[src/rtl/pe_stu_tx.sv]
// PE-side upstream stack-bus transmitter: framing check, input FIFO, registered output stage, OOB tagging.
// Optional stall watchdog is built when PE_STU_TX_STALL_TIMEOUT_EN is defined.
module pe_stu_tx #(
  parameter int DATA_W        = 64,
  parameter int TYPE_W        = 2,
  parameter int FIFO_DEPTH    = 8,
  parameter int PE_ID_W       = 6,
  parameter int SEQ_W         = 8,
  parameter int STALL_TIMEOUT = 1024
) (
  input  logic                       clk,
  input  logic                       reset_poweron,
  input  logic                       src__stutx__valid,
  input  logic [1:0]                 src__stutx__cntl,
  input  logic [TYPE_W-1:0]          src__stutx__type,
  input  logic [DATA_W-1:0]          src__stutx__data,
  output logic                       stutx__src__ready,
  output logic                       pe__stu__valid,
  output logic [1:0]                 pe__stu__cntl,
  output logic [TYPE_W-1:0]          pe__stu__type,
  output logic [DATA_W-1:0]          pe__stu__data,
  output logic [PE_ID_W+SEQ_W-1:0]   pe__stu__oob_data,
  input  logic                       stu__pe__ready,
  input  logic [PE_ID_W-1:0]         sys__stutx__pe_id,
  output logic                       stutx__sys__proto_err,
  output logic                       stutx__sys__stall_err,
  output logic [15:0]                stutx__sys__pkt_count
);

  localparam int PTR_W   = $clog2(FIFO_DEPTH);
  localparam int CNT_W   = PTR_W + 1;
  localparam int ENTRY_W = 2 + TYPE_W + DATA_W;

  localparam logic [1:0] CNTL_MOM     = 2'b00;
  localparam logic [1:0] CNTL_SOM     = 2'b01;
  localparam logic [1:0] CNTL_EOM     = 2'b10;
  localparam logic [1:0] CNTL_SOM_EOM = 2'b11;

  typedef enum logic {IN_IDLE, IN_PKT} in_state_t;

  in_state_t               in_state_reg, in_state_next;
  logic                    in_write, in_err, accept;
  logic                    src_ready_reg, proto_err_reg;
  logic [ENTRY_W-1:0]      mem [FIFO_DEPTH];
  logic [PTR_W-1:0]        wr_ptr_reg, rd_ptr_reg, rd_ptr_next;
  logic [CNT_W-1:0]        count_reg, count_after_pop, count_next;
  logic                    head_valid_reg;
  logic [ENTRY_W-1:0]      head_data_reg;
  logic                    load, handshake, pkt_end;
  logic                    out_valid_reg;
  logic [1:0]              out_cntl_reg;
  logic [TYPE_W-1:0]       out_type_reg;
  logic [DATA_W-1:0]       out_data_reg;
  logic [PE_ID_W+SEQ_W-1:0] out_oob_reg;
  logic [SEQ_W-1:0]        seq_reg, seq_next;
  logic [15:0]             pkt_count_reg;

  assign accept = src__stutx__valid && src_ready_reg;

  // Framing checker; dropped words still complete the handshake.
  always_comb begin
    in_state_next = in_state_reg;
    in_write      = 1'b0;
    in_err        = 1'b0;
    if (accept) begin
      case (in_state_reg)
        IN_IDLE: begin
          case (src__stutx__cntl)
            CNTL_SOM: begin
              in_write      = 1'b1;
              in_state_next = IN_PKT;
            end
            CNTL_SOM_EOM: in_write = 1'b1;
            default:      in_err   = 1'b1;
          endcase
        end
        IN_PKT: begin
          case (src__stutx__cntl)
            CNTL_MOM: in_write = 1'b1;
            CNTL_EOM: begin
              in_write      = 1'b1;
              in_state_next = IN_IDLE;
            end
            default:  in_err = 1'b1;
          endcase
        end
        default: in_state_next = IN_IDLE;
      endcase
    end
  end

  // head_valid_reg only covers entries written before the current edge, so the
  // registered RAM read never returns a word still being written.
  assign handshake       = out_valid_reg && stu__pe__ready;
  assign load            = (!out_valid_reg || stu__pe__ready) && head_valid_reg;
  assign pkt_end         = handshake && out_cntl_reg[1];
  assign seq_next        = seq_reg + SEQ_W'(pkt_end);
  assign rd_ptr_next     = rd_ptr_reg + PTR_W'(load);
  assign count_after_pop = count_reg - CNT_W'(load);
  assign count_next      = count_after_pop + CNT_W'(in_write);

  always_ff @(posedge clk) begin
    if (in_write) mem[wr_ptr_reg] <= {src__stutx__cntl, src__stutx__type, src__stutx__data};
    head_data_reg <= mem[rd_ptr_next];
  end

  always_ff @(posedge clk) begin
    if (reset_poweron) begin
      in_state_reg   <= IN_IDLE;
      src_ready_reg  <= 1'b1;
      proto_err_reg  <= 1'b0;
      wr_ptr_reg     <= '0;
      rd_ptr_reg     <= '0;
      count_reg      <= '0;
      head_valid_reg <= 1'b0;
      out_valid_reg  <= 1'b0;
      out_cntl_reg   <= '0;
      out_type_reg   <= '0;
      out_data_reg   <= '0;
      out_oob_reg    <= '0;
      seq_reg        <= '0;
      pkt_count_reg  <= '0;
    end else begin
      in_state_reg   <= in_state_next;
      src_ready_reg  <= (count_next != CNT_W'(FIFO_DEPTH));
      if (in_err) proto_err_reg <= 1'b1;
      if (in_write) wr_ptr_reg <= wr_ptr_reg + PTR_W'(1);
      rd_ptr_reg     <= rd_ptr_next;
      count_reg      <= count_next;
      head_valid_reg <= (count_after_pop != '0);
      seq_reg        <= seq_next;
      pkt_count_reg  <= pkt_count_reg + 16'(pkt_end);
      if (load) begin
        out_valid_reg <= 1'b1;
        out_cntl_reg  <= head_data_reg[ENTRY_W-1 -: 2];
        out_type_reg  <= head_data_reg[DATA_W +: TYPE_W];
        out_data_reg  <= head_data_reg[DATA_W-1:0];
        out_oob_reg   <= {sys__stutx__pe_id, seq_next};
      end else if (stu__pe__ready) begin
        out_valid_reg <= 1'b0;
      end
    end
  end

`ifdef PE_STU_TX_STALL_TIMEOUT_EN
  localparam int STALL_W = $clog2(STALL_TIMEOUT + 1);
  logic [STALL_W-1:0] stall_cnt_reg;
  logic               stall_err_reg;

  always_ff @(posedge clk) begin
    if (reset_poweron) begin
      stall_cnt_reg <= '0;
      stall_err_reg <= 1'b0;
    end else if (out_valid_reg && !stu__pe__ready) begin
      if (stall_cnt_reg != STALL_W'(STALL_TIMEOUT)) stall_cnt_reg <= stall_cnt_reg + STALL_W'(1);
      if (stall_cnt_reg == STALL_W'(STALL_TIMEOUT - 1)) stall_err_reg <= 1'b1;
    end else begin
      stall_cnt_reg <= '0;
    end
  end

  assign stutx__sys__stall_err = stall_err_reg;
`else
  assign stutx__sys__stall_err = 1'b0;
`endif

  assign stutx__src__ready     = src_ready_reg;
  assign pe__stu__valid        = out_valid_reg;
  assign pe__stu__cntl         = out_cntl_reg;
  assign pe__stu__type         = out_type_reg;
  assign pe__stu__data         = out_data_reg;
  assign pe__stu__oob_data     = out_oob_reg;
  assign stutx__sys__proto_err = proto_err_reg;
  assign stutx__sys__pkt_count = pkt_count_reg;

endmodule

[config.mk]
export PLATFORM = sky130hd
export DESIGN_NAME = pe_stu_tx
export DESIGN_NICKNAME = d
export VERILOG_FILES = /design/src/rtl/pe_stu_tx.sv
export SDC_FILE = /design/constraint.sdc
export NUM_CORES = 1
export LEC_CHECK = 0
export BUFFER_PORTS_ARGS = -buffer_cell sky130_fd_sc_hd__buf_2
export CORE_MARGIN = 4
export CORE_UTILIZATION = 55
export CTS_CLUSTER_DIAMETER = 100
export DETAILED_ROUTE_END_ITERATION = 16
export GPL_TIMING_DRIVEN = 0
export PLACE_DENSITY = 0.85
export SKIP_LAST_GASP = 1
export SYNTH_ARGS = -nofsm -noshare
export SYNTH_HDL_FRONTEND = slang
export SYNTH_SLANG_ARGS = --single-unit
[constraint.sdc]
create_clock -name clk -period 10.1 [get_ports clk]
set_clock_uncertainty 0.05 [all_clocks]
set_input_delay 0 -clock clk [delete_from_list [all_inputs] [get_ports clk]]
set_output_delay 0 -clock clk [all_outputs]
set_load 0.005 [all_outputs]
==> metrics.md <==
| Metric | Value |
|---|---|
| CTS Sinks | 733 |
| Antenna Nets Post-Route | 0 |
| Top cells by area, synth | edfxtp_1, dfxtp_1, mux4_2 |
| Pleak | 11.1 nW |
| Worst-Skew Late Latency | 0.60 ns |
| Post-synthesis simple-gate area fraction | 3.79% |
| Deepest clock path buffer count | 3 |
| Pwr dens | 276 nW/µm² |
| Via count of the first global-routing pass | 14959 |
| Yosys top cell area share | 61.8% |
| Synth cell types | 36 |
| Met3 wire length | 5.51 mm |
| I/O pin count | 180 |
| DRT Pass-1 Iters | 5 |
| DR iter-0 viols | 1552 |
| Post-Synth Adder-Cell Area | 0.520% |
| Tcrit/Tclk final | 40.8% |
| Peak Freq | 0.243 GHz |
| Mean Syn Cell Area | 19.0 µm² |
| Worst slew pin tran | 1.04 ns |
| Setup TNS | 0 ns |
| Synth area leader | edfxtp_1 |
| Post-synthesis async set-or-reset flop share | 0% |
| Die height | 227 µm |
| Number of synthesized register bits | 733 |
| Layout cells sized above 1 | 28.5% |
| Hold WS | 0.140 ns |
| DIE WIDTH | 227 µm |
| Largest net degree at the start of global routing | 25 |
| Critical Path Source Type | register |
| DR vias | 14246 |
| Number of max-cap violations | 0 |
| First-pass GRT wire length | 91.4 mm |
| CP max stage delay | 0.82 ns |
| Post-synth design cell area | 26400 µm² |
| Setup crit end kind | register |
| Synth Flop Type | edfxtp_1 |
| Cells along the critical path | nand2b_1 > nand2_1 > inv_2 > clkbuf_1 > ha_1 > ha_1 > xor2_1 > buf_4 > buf_2 > mux2_2 |
| GR Overflow Total | 0 |
| Max-slew headroom | 30.1% |
| Final hold violation count | 0 |
| Max reg flops | 544 |
| Post-synthesis xor/xnor area fraction | 0.828% |
| RSZ-0062 raised after global routing | false |
| Critical-path top delay cell | xor2_1 |
| Compound-Gate Fraction of Synth Area | 1.89% |
| Final WL | 61.1 mm |
| TritonCTS buffer count | 69 |
| Worst EP arrival | 4.55 ns |
| Slew Limit Fails | 0 |
| CTS Root Cell | clkbuf_16 |
| Fin nets | 1839 |
| Antenna violations before repair | 6 |
| Synth Instances | 1392 |
| TritonCTS clock tree | yes |
| Cell mode on critical path | ha_1 |
| Post-synth EDFFs | 544 |
| Tightest Hold Check Type | input pin to register |
| Synthesized net count | 1481 |
| Syn-to-layout area delta | 20.4% |
| Routed len/inst | 25.2 µm |
| CP Data Required Time | 10.53 ns |
| Final core area utilization | 66.8% |
| Routability cong. | 0.814 |
| Mux share of post-synthesis cell area | 15.2% |
| Worst setup path class | register to register |
| Synth Warn # | 0 |
| Largest family of logic cells by synthesized area | multiplexers |
| Initial core utilization | 55.5% |
| Routed met2 length | 31.0 mm |
| CP max FO | 11 |
| Placed wire-length estimate | 36.5 mm |
| # rows | 80 |
| Top Metal Used | met5 |
| Clock-pin slew on the worst setup and hold paths | 0.07 ns |
| Core area | 47600 µm² |
| H-Tree Depth | 3 |
| DRC | 0 |
| IO buf count | 177 |
| Post-CTS setup repair buffer count | 0 |
| Tot GR Track Use | 23.8% |
| Routed vias/inst | 5.87 |
| M1 WL | 22.7 mm |
| Setup Viol. Count Final | 0 |
| Fin crit period | 4.12 ns |
| Die area | 51600 µm² |
| Sequential share of the synthesized area | 76.1% |
| Max VDD drop | 0.000142 V |
| Run status | finished clean |
-- cell type report --
cell class | instances | area [µm²]
diodes | 4 | 10.0
plain buffers | 68 | 400
clock buffers | 92 | 1920
clock inverters | 35 | 422
fillers | 2851 | 15800
inverters | 10 | 37.5
multi-input cells | 581 | 5940
flip-flops and latches | 733 | 20100
well taps | 615 | 769
repair buffers | 287 | 2220
-- worst max-delay path, delay by kind of cell, from the launching register on --
| kind | cells | cell delay [ns] |
|---|---|---|
| buffers and inverters | 4 | 1.68 |
| and+or+nand+nor | 2 | 0.25 |
| xor gates and xnor gates | 1 | 0.82 |
| muxes | 1 | 0.42 |
| DFF | 1 | 0.33 |
| adders and majority gates | 2 | 0.43 |
-- per-stage QoR --
stage	setup WS (ns)	instances	power [mW]	cell area, µm²
2_1_floorplan	3.94	1392	5.41	26400
5_1_grt	5.86	2423	9.15	31800
4_1_cts	6.00	2421	8.83	31800
3_3_place_gp	-0.847	2184	6.02	28100
6_report	5.98	2425	8.79	31800
3_5_place_dp	6.08	2218	6.12	28700
-- report_power, final --
part           switching (mW)  internal (mW)  total (mW)  leakage (nW)
combinational            1.18           1.23        2.41          3.49
clock                    1.08           1.58        2.66          1.14
sequential              0.150           3.57        3.72          6.48
-- logic make-up (layout without fill, tap and decap cells) --
| kind of cell | after synthesis | count (layout) |
|---|---|---|
| buffers and inverters | 78 | 492 |
| and+or+nand+nor | 242 | 242 |
| muxes | 205 | 205 |
| AOI/OAI and AO/OA | 97 | 97 |
| DFF | 733 | 733 |
| other | 1 | 5 |
| xor gates and xnor gates | 25 | 25 |
| adders and majority gates | 11 | 11 |
-- metal layers --
metal / global-route usage, % / vias up
li1: - / 6163
met1: 31.1 / 7170
met2: 40.4 / 777
met3: 4.73 / 132
met4: 8.69 / 4
met5: 0 / -
-- Yosys cell counts (4+ instances only) --
library cell / n
edfxtp_1: 544
buf_2: 20
inv_1: 9
dfxtp_1: 189
xor2_1: 7
nor4_1: 4
nand3_1: 8
ha_1: 11
clkbuf_1: 26
mux4_2: 88
mux4_1: 48
xnor2_1: 18
buf_6: 15
nor3_1: 7
o21ai_0: 7
nor2b_1: 8
buf_1: 5
nand2_1: 162
nor2_1: 36
mux2_2: 67
or3_1: 4
a21oi_1: 84
-- layout by cell type (no fill, tap or decap), types with 4 or more instances in the layout --
cell type / count
clkinv_2: 9
mux2_2: 67
nand3_1: 8
nor2_4: 6
bufinv_16: 9
diode_2: 4
nor3_1: 5
a21oi_1: 84
buf_6: 31
nor4_1: 4
buf_16: 4
nand2_1: 162
o21ai_0: 7
mux4_2: 88
nor2_1: 30
buf_2: 197
nor2b_1: 8
xnor2_1: 18
or3_1: 4
dfxtp_1: 189
edfxtp_1: 544
clkinv_1: 9
inv_6: 4
xor2_1: 7
inv_1: 9
clkbuf_16: 73
buf_12: 14
clkbuf_1: 43
dlygate4sd3_1: 76
mux4_1: 48
buf_1: 5
ha_1: 11
-- final timing paths --
path	start	slack (ns)	cells past startpoint	endpoint
setup / recovery	pe__stu__valid	5.98	10	head_data_reg[64]
hold / removal	sys__stutx__pe_id[1]	0.14	4	pe__stu__oob_data[9]
setup reg to reg	pe__stu__valid	5.98	10	head_data_reg[64]
hold reg to reg	head_data_reg[30]	0.39	2	pe__stu__data[30]
-- timing repair --
item | CTS | global route
gates resized for setup | 0 | 0
hold buffers | 76 | 0
hold endpoints to repair | 559 | 0
Power figures use the tool's default switching activity.
